## config.mk

```make
export PLATFORM = sky130hd
export DESIGN_NAME = eth_tx_arbiter_flat
export DESIGN_NICKNAME = d
export VERILOG_FILES = /design/src/rtl/eth_tx_arbiter_if.sv /design/src/rtl/eth_tx_arbiter.sv /design/src/flat_wrapper.sv
export SDC_FILE = /design/constraint.sdc
export NUM_CORES = 1
export LEC_CHECK = 0
export ABC_CLOCK_PERIOD_IN_PS = 7500
export BUFFER_PORTS_ARGS = -buffer_cell sky130_fd_sc_hd__buf_2
export CAP_MARGIN = 20
export CORE_AREA = 2 2 133 135
export CTS_CLUSTER_DIAMETER = 40
export DETAILED_ROUTE_END_ITERATION = 8
export DIE_AREA = 0 0 135 137
export GPL_ROUTABILITY_DRIVEN = 0
export GPL_TIMING_DRIVEN = 0
export HOLD_SLACK_MARGIN = 0.12
export PLACE_DENSITY = 0.59
export SLEW_MARGIN = 25
export SYNTH_ARGS = -nofsm -noshare
export SYNTH_HDL_FRONTEND = slang
export SYNTH_SLANG_ARGS = --single-unit
```

## constraint.sdc

```tcl
create_clock -name clk -period 7.5 [get_ports clk]
set_input_delay 0 -clock clk [delete_from_list [all_inputs] [get_ports clk]]
set_output_delay 0 -clock clk [all_outputs]
set_load 0.03 [all_outputs]
```

## src/rtl/eth_tx_arbiter_if.sv

```systemverilog
`default_nettype none
// ============================================================================
// Module   : eth_tx_arbiter_if
// Brief    : AXI-Stream bundle with destination MAC / ethertype sideband.
// Revision : 1.0 - initial release
// ============================================================================
interface eth_tx_arbiter_if #(
    parameter int AXIS_BYTES = 4
);
    logic                      tvalid;
    logic                      tready;
    logic                      tlast;
    logic [AXIS_BYTES-1:0]     tkeep;
    logic [8*AXIS_BYTES-1:0]   tdata;
    logic [47:0]               dst_mac;
    logic [15:0]               ethertype;

    modport master (
        output tvalid, tlast, tkeep, tdata, dst_mac, ethertype,
        input  tready
    );

    modport slave (
        input  tvalid, tlast, tkeep, tdata, dst_mac, ethertype,
        output tready
    );
endinterface
`default_nettype wire

```

## src/rtl/eth_tx_arbiter.sv

```systemverilog
`default_nettype none
// ============================================================================
// Module   : eth_tx_arbiter
// Brief    : Two-requester round-robin packet arbiter in front of eth_framer.
// Revision : 1.0 - initial release
// ============================================================================
module eth_tx_arbiter #(
    parameter int AXIS_BYTES = 4,
    parameter int CNT_WIDTH  = 16
) (
    input  logic                   clk,
    input  logic                   areset,
    eth_tx_arbiter_if.slave        axis_i0,
    eth_tx_arbiter_if.slave        axis_i1,
    eth_tx_arbiter_if.master       axis_o,
    output logic [CNT_WIDTH-1:0]   pkt_count_0,
    output logic [CNT_WIDTH-1:0]   pkt_count_1
);

    typedef enum logic [0:0] {
        ST_ARB  = 1'b0,
        ST_XFER = 1'b1
    } state_t;

    state_t                 state_q, state_d;
    logic                   grant_q, grant_d;
    logic                   ptr_q, ptr_d;
    logic [47:0]            dst_mac_q, dst_mac_d;
    logic [15:0]            ethertype_q, ethertype_d;
    logic [CNT_WIDTH-1:0]   cnt0_q, cnt0_d;
    logic [CNT_WIDTH-1:0]   cnt1_q, cnt1_d;

    logic                   w_out_valid;
    logic                   w_out_last;
    logic [AXIS_BYTES-1:0]  w_out_keep;
    logic [8*AXIS_BYTES-1:0] w_out_data;
    logic                   w_last_hs;

    always_ff @(posedge clk or posedge areset) begin
        if (areset) begin
            state_q     <= ST_ARB;
            grant_q     <= 1'b0;
            ptr_q       <= 1'b0;
            dst_mac_q   <= 48'h0;
            ethertype_q <= 16'h0;
            cnt0_q      <= '0;
            cnt1_q      <= '0;
        end else begin
            state_q     <= state_d;
            grant_q     <= grant_d;
            ptr_q       <= ptr_d;
            dst_mac_q   <= dst_mac_d;
            ethertype_q <= ethertype_d;
            cnt0_q      <= cnt0_d;
            cnt1_q      <= cnt1_d;
        end
    end

    always_comb begin
        state_d        = state_q;
        grant_d        = grant_q;
        ptr_d          = ptr_q;
        dst_mac_d      = dst_mac_q;
        ethertype_d    = ethertype_q;
        cnt0_d         = cnt0_q;
        cnt1_d         = cnt1_q;
        axis_i0.tready = 1'b0;
        axis_i1.tready = 1'b0;
        w_out_valid    = 1'b0;
        w_out_last     = 1'b0;
        w_last_hs      = 1'b0;
        w_out_keep     = grant_q ? axis_i1.tkeep : axis_i0.tkeep;
        w_out_data     = grant_q ? axis_i1.tdata : axis_i0.tdata;

        case (state_q)
            ST_ARB: begin
                if (axis_i0.tvalid || axis_i1.tvalid) begin
                    // Pointer only breaks ties; a lone requester always wins.
                    if (axis_i0.tvalid && axis_i1.tvalid) begin
                        grant_d = ptr_q;
                    end else begin
                        grant_d = axis_i1.tvalid;
                    end
                    dst_mac_d   = grant_d ? axis_i1.dst_mac   : axis_i0.dst_mac;
                    ethertype_d = grant_d ? axis_i1.ethertype : axis_i0.ethertype;
                    state_d     = ST_XFER;
                end
            end
            ST_XFER: begin
                if (grant_q) begin
                    w_out_valid    = axis_i1.tvalid;
                    w_out_last     = axis_i1.tlast;
                    axis_i1.tready = axis_o.tready;
                end else begin
                    w_out_valid    = axis_i0.tvalid;
                    w_out_last     = axis_i0.tlast;
                    axis_i0.tready = axis_o.tready;
                end
                w_last_hs = w_out_valid && axis_o.tready && w_out_last;
                if (w_last_hs) begin
                    state_d = ST_ARB;
                    ptr_d   = ~grant_q;
                    if (grant_q) begin
                        cnt1_d = cnt1_q + CNT_WIDTH'(1);
                    end else begin
                        cnt0_d = cnt0_q + CNT_WIDTH'(1);
                    end
                end
            end
            default: state_d = ST_ARB;
        endcase
    end

    assign axis_o.tvalid    = w_out_valid;
    assign axis_o.tlast     = w_out_last;
    assign axis_o.tkeep     = w_out_keep;
    assign axis_o.tdata     = w_out_data;
    assign axis_o.dst_mac   = dst_mac_q;
    assign axis_o.ethertype = ethertype_q;
    assign pkt_count_0      = cnt0_q;
    assign pkt_count_1      = cnt1_q;

endmodule
`default_nettype wire
```

## src/flat_wrapper.sv

```systemverilog
// flat-port wrapper written by rule: the top's interface ports become plain ports
module eth_tx_arbiter_flat 
#(
    parameter int AXIS_BYTES = 4,
    parameter int CNT_WIDTH  = 16
)
  (clk, areset, pkt_count_0, pkt_count_1, axis_i0_tvalid, axis_i0_tlast, axis_i0_tkeep, axis_i0_tdata, axis_i0_dst_mac, axis_i0_ethertype, axis_i0_tready, axis_i1_tvalid, axis_i1_tlast, axis_i1_tkeep, axis_i1_tdata, axis_i1_dst_mac, axis_i1_ethertype, axis_i1_tready, axis_o_tvalid, axis_o_tlast, axis_o_tkeep, axis_o_tdata, axis_o_dst_mac, axis_o_ethertype, axis_o_tready);
  eth_tx_arbiter_if #(.AXIS_BYTES(AXIS_BYTES)) axis_i0_i ();
  eth_tx_arbiter_if #(.AXIS_BYTES(AXIS_BYTES)) axis_i1_i ();
  eth_tx_arbiter_if #(.AXIS_BYTES(AXIS_BYTES)) axis_o_i ();
  input  logic clk;
  input  logic areset;
  output logic [CNT_WIDTH-1:0] pkt_count_0;
  output logic [CNT_WIDTH-1:0] pkt_count_1;
  input wire logic [$bits(axis_i0_i.tvalid)-1:0] axis_i0_tvalid;
  input wire logic [$bits(axis_i0_i.tlast)-1:0] axis_i0_tlast;
  input wire logic [$bits(axis_i0_i.tkeep)-1:0] axis_i0_tkeep;
  input wire logic [$bits(axis_i0_i.tdata)-1:0] axis_i0_tdata;
  input wire logic [$bits(axis_i0_i.dst_mac)-1:0] axis_i0_dst_mac;
  input wire logic [$bits(axis_i0_i.ethertype)-1:0] axis_i0_ethertype;
  output wire logic [$bits(axis_i0_i.tready)-1:0] axis_i0_tready;
  input wire logic [$bits(axis_i1_i.tvalid)-1:0] axis_i1_tvalid;
  input wire logic [$bits(axis_i1_i.tlast)-1:0] axis_i1_tlast;
  input wire logic [$bits(axis_i1_i.tkeep)-1:0] axis_i1_tkeep;
  input wire logic [$bits(axis_i1_i.tdata)-1:0] axis_i1_tdata;
  input wire logic [$bits(axis_i1_i.dst_mac)-1:0] axis_i1_dst_mac;
  input wire logic [$bits(axis_i1_i.ethertype)-1:0] axis_i1_ethertype;
  output wire logic [$bits(axis_i1_i.tready)-1:0] axis_i1_tready;
  output wire logic [$bits(axis_o_i.tvalid)-1:0] axis_o_tvalid;
  output wire logic [$bits(axis_o_i.tlast)-1:0] axis_o_tlast;
  output wire logic [$bits(axis_o_i.tkeep)-1:0] axis_o_tkeep;
  output wire logic [$bits(axis_o_i.tdata)-1:0] axis_o_tdata;
  output wire logic [$bits(axis_o_i.dst_mac)-1:0] axis_o_dst_mac;
  output wire logic [$bits(axis_o_i.ethertype)-1:0] axis_o_ethertype;
  input wire logic [$bits(axis_o_i.tready)-1:0] axis_o_tready;
  assign axis_i0_i.tvalid = axis_i0_tvalid;
  assign axis_i0_i.tlast = axis_i0_tlast;
  assign axis_i0_i.tkeep = axis_i0_tkeep;
  assign axis_i0_i.tdata = axis_i0_tdata;
  assign axis_i0_i.dst_mac = axis_i0_dst_mac;
  assign axis_i0_i.ethertype = axis_i0_ethertype;
  assign axis_i0_tready = axis_i0_i.tready;
  assign axis_i1_i.tvalid = axis_i1_tvalid;
  assign axis_i1_i.tlast = axis_i1_tlast;
  assign axis_i1_i.tkeep = axis_i1_tkeep;
  assign axis_i1_i.tdata = axis_i1_tdata;
  assign axis_i1_i.dst_mac = axis_i1_dst_mac;
  assign axis_i1_i.ethertype = axis_i1_ethertype;
  assign axis_i1_tready = axis_i1_i.tready;
  assign axis_o_tvalid = axis_o_i.tvalid;
  assign axis_o_tlast = axis_o_i.tlast;
  assign axis_o_tkeep = axis_o_i.tkeep;
  assign axis_o_tdata = axis_o_i.tdata;
  assign axis_o_dst_mac = axis_o_i.dst_mac;
  assign axis_o_ethertype = axis_o_i.ethertype;
  assign axis_o_i.tready = axis_o_tready;
  eth_tx_arbiter #(.AXIS_BYTES(AXIS_BYTES), .CNT_WIDTH(CNT_WIDTH)) u_core (.clk(clk), .areset(areset), .axis_i0(axis_i0_i), .axis_i1(axis_i1_i), .axis_o(axis_o_i), .pkt_count_0(pkt_count_0), .pkt_count_1(pkt_count_1));
endmodule
```

==> results of run 1 <==
-- power by group through the flow --
stage	clock network, mW	logic (mW)	registers, mW
after CTS	0.474	1.50	0.827
after global placement	0	1.40	0.831
after floorplan	0	0.563	1.20
after global routing	0.494	1.59	0.857
after detailed placement	0	1.41	0.838
final	0.458	1.49	0.830
-- per-stage QoR --
step	setup slack, ns	instance area (sq um)	cells	util, %	hold slack (ns)
floorplan	4.91	5020	459	-	0.139
global placement	3.58	7020	1026	41.1	0.276
detailed placement	5.73	7050	1027	41.3	0.0499
CTS	5.38	8690	1178	50.9	0.212
global route	5.34	8690	1178	50.9	0.270
finish	5.42	8690	1178	50.9	0.224
-- synthesized netlist by cell type (all sizes together) --
cell,count
dfrtp,99
nand2,80
o21ai,66
mux2i,65
mux2,38
xnor2,26
buf,18
nand3,14
clkbuf,10
nand4,8
and3,7
and4,5
nor2,4
xor2,4
inv,3
ha,2
nand2b,2
a21boi,1
and2,1
and4b,1
nor2b,1
nor3,1
nor4,1
o21bai,1
o31a,1
-- worst paths after layout --
check | from | endpoint | slack (ns)
max in group asynchronous | areset | u_core.axis_o.ethertype[7] | 6.65
min | areset | u_core.pkt_count_1[15] | 0.22
min in group clk | axis_i0_tdata[9] | axis_o_tdata[9] | 0.38
max | axis_i0_tvalid | u_core.axis_o.dst_mac[10] | 5.42
max reg2reg | u_core.ptr_q | u_core.axis_o.dst_mac[10] | 5.46
min reg2reg | u_core.pkt_count_1[15] | u_core.pkt_count_1[15] | 0.47
-- layout make-up --
type                            instances  area share [%]
Buffer                                 28            2.49
Clock buffer                           12            2.72
Clock inverter                          4           0.590
Inverter                                3           0.187
Multi-Input combinational cell        329            26.7
Sequential cell                        99            28.5
Tap cell                              225            3.24
Timing Repair Buffer                  478            35.6
-- cell families after synthesis --
group	count (synthesis)
DFF	99
buffers and inverters	31
and+or+nand+nor	125
AOI/OAI and AO/OA	69
muxes	103
xor gates and xnor gates	30
adders and majority gates	2
-- per-layer routing --
metal  wire length, microns  up-vias  share of wire [%]
met3                   1240       29                6.4
met5                      0        -                  0
met1                   7070     2458                 37
met2                  10100      211                 53
met4                    746        0                3.9
li1                       -     2591                  -
-- sequential cells by signal, indices dropped and copies added (netlist names) --
name and flops:
u_core.axis_o.ethertype 16, u_core.pkt_count_1 16, u_core.ptr_q 1, u_core.axis_o.dst_mac 48
u_core.state_q 1, u_core.pkt_count_0 16, u_core.grant_q 1
-- tightest hold or removal path, stage by stage --
cell and delay [ns]:
dlygate4sd3_1 0.54, buf_2 0.15, inv_6 0.32
==> metrics.cfg, run 1 <==
[clocking]
clk_pin_slew_ns = 0.07
cts_resized = 0
cts-buffers-inserted = 9
post-cts-setup-buffers = 0
holdBufCountCts = 135
insertion_delay_ns = 0.35
cts.path.max_buffers = 2
numClockSinks = 99
h-tree-depth = 3
ctsRootBufferMaster = clkbuf_16
cts_tree = yes

[synth]
synthCells = 459
synth.cell_area_sq_um = 5020
avgSynthCellArea_sq_um = 10.9
synthSimpleGateAreaFrac_pct = 11.9
yosys_register_bits = 99
yosys.area.top_type = dfrtp_1
syn-num-nets = 668
seq_area_frac_synth_pct = 49.3
synthDistinctLibCells = 34
yosys-top-cells-area = dfrtp_1 49%, mux2i_1 13%, mux2_2 8.5%
synth_xor_area_share_pct = 5.23
synth_compound_area_share_pct = 7.12
yosysWarnings = 0
synthAdderAreaFrac_pct = 0.498
synth.area.mux_share_pct = 21.5
synth_top_area_share_pct = 49.3
synth_top_family_by_area = multiplexers

[worst_setup_path]
worstPathCellList = dlygate4sd3_1 > buf_2 > inv_2 > o21ai_2 > buf_6 > buf_12 > mux2i_1 > dlygate4sd3_1 > o21ai_1
crit_family = buffers and inverters
end_kind = flop
critPathBufInv = 6
startpoint_type = input port
crit_type = in2reg
cp_max_fo = 10
cp_slowest_cell = dlygate4sd3_1
cpMostUsedCell = dlygate4sd3_1
cp_num_cells = 9
reg2regPathDepth = 6
arrival_ns = 2.30
max_stage_delay_ns = 0.58
required_ns = 7.72

[route]
routedWlPerCell_microns = 16.3
vias = 5289
viasPerCell = 4.49
firstDrtPassIters = 4
drc = 0
ant_nets = 0
totalWireLength_microns = 19200
drt-initial-drc-count = 180

[finish]
register_area_sq_um = 2480
n_antenna_cell = 0
multi_input_area_sq_um = 2320
final_common_cell = buf_2
drive_above_1_share_pct = 44.0
final_cell_mix = 351 x buf_2, 135 x dlygate4sd3_1, 99 x dfrtp_1
syn_to_final_growth_pct = 72.9
n_fill_cell = 1572
fin_nets = 1157

[sta]
rsz0062_at_grt = false
finalClockSkew_ns = 0.00510
slew_headroom_pct = 61.0
setup_viol = 0
hold_viol_final = 0
worst_slew_pin_slew_ns = 0.582
period_share_pct = 27.7
tns_ns = 0
max_freq_mhz = 481
maxSlewViolCount = 0
post-route-min-period_ns = 2.08

[flow_run]
maxCapViolCount = 0

[pwr]
seqPwrFrac_pct = 29.9
power.internal_mw = 1.51
p_sw_mw = 1.27
clockPowerShare_pct = 16.5
p_sw_share_pct = 45.7
power_density_nw_per_um2 = 319
leakagePower_nw = 4.61
comb_power_share_pct = 53.6
p_total_mw = 2.78
max-vdd-ir-drop_mv = 0.152

[worst_hold_path]
worst_hold_path_type = in2async

[floorplan]
die_w_microns = 135
die_area_sq_um = 18500
ios = 343
core-area_sq_um = 17100
start_util_pct = 29.5
die_y_microns = 137
rows = 48

[grt]
antenna_found_initial = 0
use_met1_pct = 22.1
grt_use_met3_pct = 4.19
grt_max_degree = 54
grt_pass1_vias = 5360
met2_usage_pct = 38.2
grt_first_pass_wirelength_microns = 28700
grt.total_usage_pct = 20.5
grt-ovfl-total = 0
grt-busiest-layer = met2

[place]
portBuffers = 342
dp_hpwl_microns = 14500

[status]
status = finished, final reports clean

Power figures use the tool's default switching activity.
==> inputs of run 2 (changes only) <==
--- a/config.mk
+++ b/config.mk
@@ -5,7 +5,7 @@
 export SDC_FILE = /design/constraint.sdc
 export NUM_CORES = 1
 export LEC_CHECK = 0
-export ABC_CLOCK_PERIOD_IN_PS = 7500
+export ABC_CLOCK_PERIOD_IN_PS = 1800
 export BUFFER_PORTS_ARGS = -buffer_cell sky130_fd_sc_hd__buf_2
 export CAP_MARGIN = 20
 export CORE_AREA = 2 2 133 135
@@ -15,7 +15,7 @@
 export GPL_ROUTABILITY_DRIVEN = 0
 export GPL_TIMING_DRIVEN = 0
 export HOLD_SLACK_MARGIN = 0.12
-export PLACE_DENSITY = 0.59
+export PLACE_DENSITY = 0.62
 export SLEW_MARGIN = 25
 export SYNTH_ARGS = -nofsm -noshare
 export SYNTH_HDL_FRONTEND = slang
==> constraint.sdc (replaced) <==
create_clock -name clk -period 1.8 [get_ports clk]
set_input_delay 0 -clock clk [delete_from_list [all_inputs] [get_ports clk]]
set_output_delay 0 -clock clk [all_outputs]
set_load 0.03 [all_outputs]
==> run 2 against run 1 <==
Worst hold slack gained 0.0032 ns. First-iteration DRC count grew 33%. Global-route usage rose by 0.89 points. Critical path depth is 3 lower. Non-clock buffer count grew 2. Highest routed layer unchanged. Clock skew up 0.0036 ns. Register-to-register slack lost 5.4 ns. Cell area increased by 1.3%. Combinational power grew to 4.1 times the previous value. Critical endpoint is now u_core.state_q. Clock power grew to 4.9 times the previous value. Routed wire length grew 6.4%.
==> metrics.cfg, run 2 (synthesis gave the netlist of run 1 again) <==
[place]
dp_hpwl_microns = 14600  ; +0.67%
portBuffers = 342  ; unchanged
place_ws_ns = -0.0405  ; -5.77 ns
placed_area_sq_um = 7080  ; +0.44%
dp.cells = 1029  ; +0.19%

[floorplan]
die_area_sq_um = 18500  ; unchanged
ios = 343  ; unchanged
rows = 48  ; unchanged
die_w_microns = 135  ; unchanged
start_util_pct = 29.5  ; unchanged
core-area_sq_um = 17100  ; unchanged
die_y_microns = 137  ; unchanged

[worst_setup_path]
worst_r2r_endpoint = u_core.state_q
reg2regPathDepth = 6  ; unchanged
end_kind = flop
cp_max_fo = 8  ; -2
startpoint = u_core.grant_q
crit_type = reg2reg
reg2reg_from = u_core.grant_q
required_ns = 2.02  ; -5.70 ns
startpoint_type = flop
ff2ff_setup_slack_ns = 0.09  ; -5.37 ns
arrival_ns = 1.93  ; -0.37 ns

[sta]
worst_slack_ns = 0.0914  ; -5.33 ns
setup_viol = 0  ; unchanged
worst_slew_pin_slew_ns = 0.520  ; -0.0618 ns
maxSlewViolCount = 0  ; unchanged
post-route-min-period_ns = 1.71
max_freq_mhz = 585
tns_ns = 0  ; unchanged
finalClockSkew_ns = 0.00872  ; +0.00362 ns
period_share_pct = 94.9
slew_headroom_pct = 65.2  ; +4.1 points
holdWs_ns = 0.227  ; +0.00318 ns
hold_viol_final = 0  ; unchanged
rsz0062_at_grt = false

[grt]
grt_pass1_vias = 5455  ; +1.8%
antenna_found_initial = 1  ; +1
grt_first_pass_wirelength_microns = 30000  ; +4.5%
grt_max_degree = 31  ; -43%
grt-ovfl-total = 0  ; unchanged
grt.total_usage_pct = 21.4  ; +0.89 points

[worst_hold_path]
worst_hold_path_type = in2async

[status]
status = finished, final reports clean

[finish]
fin_area_sq_um = 8810  ; +1.3%
register_area_sq_um = 2480  ; about the same
n_fill_cell = 1563  ; -0.57%
syn_to_final_growth_pct = 75.2
final_cell_mix = 347 x buf_2, 136 x dlygate4sd3_1, 98 x dfrtp_1
multi_input_area_sq_um = 2320  ; +0.16%
largest_reg_flops = 48  ; unchanged
drive_above_1_share_pct = 44.5  ; +0.54 points
final_util_pct = 51.6  ; +0.68 points
fin_nets = 1159  ; +0.17%
fin_cells = 1180  ; +0.17%
n_antenna_cell = 0  ; unchanged
final_common_cell = buf_2

[route]
firstDrtPassIters = 4  ; unchanged
totalWireLength_microns = 20400  ; +6.4%
ant_nets = 0  ; unchanged
drt-initial-drc-count = 239  ; +33%
viasPerCell = 4.53  ; +0.91%
drc = 0  ; unchanged
routedWlPerCell_microns = 17.3  ; +6.2%
vias = 5346  ; +1.1%

[clocking]
h-tree-depth = 3  ; unchanged
ctsRootBufferMaster = clkbuf_16
cts.path.max_buffers = 2  ; unchanged
insertion_delay_ns = 0.34  ; about the same
cts_tree = yes
clk_pin_slew_ns = 0.07  ; about the same
numClockSinks = 99  ; unchanged
cts-buffers-inserted = 9  ; unchanged
post-cts-setup-buffers = 0  ; unchanged

[pwr]
max-vdd-ir-drop_mv = 0.648  ; +330%
leakagePower_nw = 4.66  ; +1.0%
power_density_nw_per_um2 = 1330  ; +320%
p_total_mw = 11.7  ; +320%

[flow_run]
maxCapViolCount = 0  ; unchanged

run 2: cell types whose count changed in the layout (fill, tap and decap cells not counted), sizes merged:
cell         delta
inv             -1
clkbuf          -2
clkinv          +1
bufinv          +2
dlygate4sd3     +1
buf             +1
run 2: how the worst max path moves through the flow:
stage,endpoint,slack [ns],cells after the start
finish,u_core.state_q,0.09,6
global route,u_core.ptr_q,0.02,6
CTS,axis_o_tdata[30],0.04,5
detailed placement,u_core.axis_o.dst_mac[11],-0.04,6
global placement,u_core.axis_o.dst_mac[43],-0.13,2
floorplan,u_core.pkt_count_1[10],0.30,5
run 2: cell type report:
class / instances / area share, %
repair buffers: 481 / 35.6
flip-flops and latches: 99 / 28.1
multi-input cells: 329 / 26.4
well taps: 225 / 3.20
clock buffers: 10 / 2.71
plain buffers: 27 / 2.53
clock inverters: 6 / 1.28
inverters: 3 / 0.171
run 2: report_power, final:
part / total, mW / internal [mW] / switching [mW] / leakage (nW)
combinational: 6.04 / 2.09 / 3.95 / 3.22
sequential: 3.45 / 3.01 / 0.444 / 1.26
clock: 2.24 / 1.40 / 0.845 / 0.173
total: 11.7 / 6.50 / 5.24 / 4.66
run 2: routing by layer:
| layer | track usage, % | routed length (microns) |
|---|---|---|
| met5 | 0 | 0 |
| met3 | 4.48 | 1130 |
| met2 | 40.9 | 11200 |
| met1 | 23.3 | 7620 |
| met4 | 7.47 | 491 |
run 2: critical path: stages, from the launching register on:
cell and delay [ns]:
dfrtp_1 0.36, buf_4 0.16, mux2i_1 0.12, nor2b_1 0.16, nand3_1 0.11, o31a_1 0.12
dlygate4sd3_1 0.56
run 2: timing repair:
action,4_1_cts,5_1_grt
hold endpoints to repair,143,0
gates resized for setup,6,3
setup endpoints to repair,18,21
hold buffers,136,0
==> inputs of run 3 (changes only) <==
--- a/config.mk
+++ b/config.mk
@@ -8,14 +8,15 @@
 export ABC_CLOCK_PERIOD_IN_PS = 1800
 export BUFFER_PORTS_ARGS = -buffer_cell sky130_fd_sc_hd__buf_2
 export CAP_MARGIN = 20
-export CORE_AREA = 2 2 133 135
+export CORE_AREA = 2 2 135 137
+export CTS_BUF_LIST = sky130_fd_sc_hd__clkbuf_4 sky130_fd_sc_hd__clkbuf_8
 export CTS_CLUSTER_DIAMETER = 40
 export DETAILED_ROUTE_END_ITERATION = 8
-export DIE_AREA = 0 0 135 137
+export DIE_AREA = 0 0 137 139
 export GPL_ROUTABILITY_DRIVEN = 0
 export GPL_TIMING_DRIVEN = 0
 export HOLD_SLACK_MARGIN = 0.12
-export PLACE_DENSITY = 0.62
+export PLACE_DENSITY = 0.6
 export SLEW_MARGIN = 25
 export SYNTH_ARGS = -nofsm -noshare
 export SYNTH_HDL_FRONTEND = slang
==> run 3 against run 2 <==
Highest routed layer unchanged. Largest power group unchanged. Largest cell class unchanged. Cell area fell by 1.5%. Count of clock-buffer cells in the layout rose by 1. Worst setup slack worse by 0.056 ns. Combinational power grew 0.7%. Sequential share of layout area grew 0.42 points. Flip-flop and latch count did not move. First-iteration DRC count is 9.2% lower. Utilization shrank 2.5 points.
==> metrics.cfg, run 3 (synthesis gave the netlist of run 1 again) <==
[worst_setup_path]
cp_slowest_cell = dlygate4sd3_1
required_ns = 2.07  ; +0.05 ns
ff2ff_setup_slack_ns = 0.04  ; -0.06 ns
startpoint_type = flop
crit_type = reg2reg
worst_r2r_endpoint = u_core.state_q
reg2regPathDepth = 6  ; unchanged
reg2reg_from = u_core.grant_q
end_kind = flop
worstPathCellList = buf_4 > mux2i_1 > nor2b_1 > nand3_1 > o31a_1 > dlygate4sd3_1
arrival_ns = 2.03  ; +0.10 ns
max_stage_delay_ns = 0.56  ; about the same
cp_max_fo = 8  ; unchanged

[sta]
max_freq_mhz = 567  ; -3.2%
slew_headroom_pct = 63.4  ; -1.7 points
post-route-min-period_ns = 1.76  ; +0.0563 ns
tns_ns = 0  ; unchanged
hold_viol_final = 0  ; unchanged
period_share_pct = 98.0  ; +3.1 points
maxSlewViolCount = 0  ; unchanged
setup_viol = 0  ; unchanged
worst_slew_pin_slew_ns = 0.546  ; +0.0259 ns
finalClockSkew_ns = 0.0169  ; +0.00821 ns
worst_slack_ns = 0.0352  ; -0.0563 ns

[finish]
register_area_sq_um = 2480  ; about the same
final_cell_mix = 343 x buf_2, 135 x dlygate4sd3_1, 99 x dfrtp_1
largest_reg_flops = 48  ; unchanged
fin_nets = 1159  ; unchanged
final_util_pct = 49.1  ; -2.5 points
syn_to_final_growth_pct = 72.6
n_fill_cell = 1617  ; +3.5%
final_common_cell = buf_2
n_antenna_cell = 0  ; unchanged
fin_area_sq_um = 8670  ; -1.5%
multi_input_area_sq_um = 2320  ; unchanged
drive_above_1_share_pct = 44.5  ; unchanged

[grt]
grt_max_degree = 31  ; unchanged
grt_pass1_vias = 5490  ; +0.64%
antenna_found_initial = 0  ; -1
grt-ovfl-total = 0  ; unchanged
grt.total_usage_pct = 20.6  ; -0.78 points
grt_first_pass_wirelength_microns = 29700  ; -0.87%

[pwr]
p_total_mw = 11.1  ; -5.7%
max-vdd-ir-drop_mv = 0.629  ; -3.0%
power_density_nw_per_um2 = 1280  ; -4.3%
leakagePower_nw = 4.60  ; -1.1%

[clocking]
insertion_delay_ns = 0.39  ; +0.05 ns
ctsRootBufferMaster = clkbuf_8
cts.path.max_buffers = 2  ; unchanged
cts-buffers-inserted = 9  ; unchanged
cts_tree = yes
h-tree-depth = 3  ; unchanged
numClockSinks = 99  ; unchanged
clk_pin_slew_ns = 0.10  ; +0.03 ns

[route]
viasPerCell = 4.54  ; +0.28%
ant_nets = 0  ; unchanged
drc = 0  ; unchanged
firstDrtPassIters = 4  ; unchanged
routedWlPerCell_microns = 17.0  ; -1.8%
drt-initial-drc-count = 217  ; -9.2%
totalWireLength_microns = 20100  ; -1.4%
vias = 5379  ; +0.62%

[floorplan]
die_w_microns = 137  ; +1.5%
die_y_microns = 139  ; +1.5%
die_area_sq_um = 19000  ; +3.0%
start_util_pct = 28.5  ; -1.0 points
ios = 343  ; unchanged
rows = 49  ; +2.1%
core-area_sq_um = 17700  ; +3.5%

[place]
placed_area_sq_um = 7090  ; about the same
place_ws_ns = -0.0158  ; +0.0246 ns
portBuffers = 342  ; unchanged
dp_hpwl_microns = 14500  ; -0.33%

[worst_hold_path]
worst_hold_path_type = in2async

[status]
status = finished, final reports clean

[flow_run]
maxCapViolCount = 0  ; unchanged

## run 3: changes by cell type in the layout (fill, tap and decap cells not counted), sizes merged
| cell | previous run | this run |
|---|---|---|
| bufinv | 3 | 1 |
| dlygate4sd3 | 136 | 135 |
| clkbuf | 20 | 22 |
| inv | 2 | 3 |
## run 3: cell type report
type                       instances  area share, %
timing repair buffer             481           36.2
sequential                        99           28.6
multi-input combinational        329           26.8
tap                              229           3.30
buffer                            27           2.61
clock buffer                      11           1.67
clock inverter                     5          0.707
inverter                           3          0.173
## run 3: worst max path at each step
| stage | endpoint | slack, ns | startpoint |
|---|---|---|---|
| finish | u_core.state_q | 0.04 | u_core.grant_q |
| global placement | u_core.axis_o.ethertype[4] | -0.14 | areset |
| detailed placement | u_core.axis_o.dst_mac[10] | -0.02 | u_core.state_q |
| CTS | axis_o_tdata[29] | -0.0004 | u_core.grant_q |
| floorplan | u_core.pkt_count_1[10] | 0.30 | u_core.pkt_count_1[2] |
| global route | u_core.state_q | -0.03 | u_core.grant_q |
## run 3: stage by stage
stage	hold WS, ns	cells
2_1_floorplan	0.139	459
6_report	0.146	1184
4_1_cts	0.146	1184
5_1_grt	0.158	1184
3_5_place_dp	0.0132	1033
3_3_place_gp	0.273	1030
## run 3: per-layer routing
metal	vias up	wire [microns]	GRT usage [%]
met1	2512	7590	22.5
met3	50	1000	2.92
met5	-	0	0
li1	2586	-	-
met4	0	737	9.55
met2	231	10800	38.6
## run 3: repair_timing
action / in CTS / in global routing
hold endpoints to repair: 158 / 0
gates cloned: 0 / 0
endpoints found under the setup margin: 19 / 23
gates resized for setup: 10 / 3
setup buffers: 0 / 1
hold buffers: 135 / 0
pin swaps: 0 / 1
## run 3: power by group
part / switching [mW] / total [mW] / internal, mW
registers: 0.442 / 3.44 / 3.00
logic: 3.98 / 6.08 / 2.11
clock network: 0.832 / 1.54 / 0.705
total: 5.25 / 11.1 / 5.81
## run 3: worst max-delay path, delay by kind of cell (launching register included)
family	cells	cell delay, ns
AO/OA/AOI/OAI	1	0.12
AND/OR/NAND/NOR	2	0.30
buffers and inverters	2	0.73
multiplexers	1	0.12
flip-flops	1	0.38
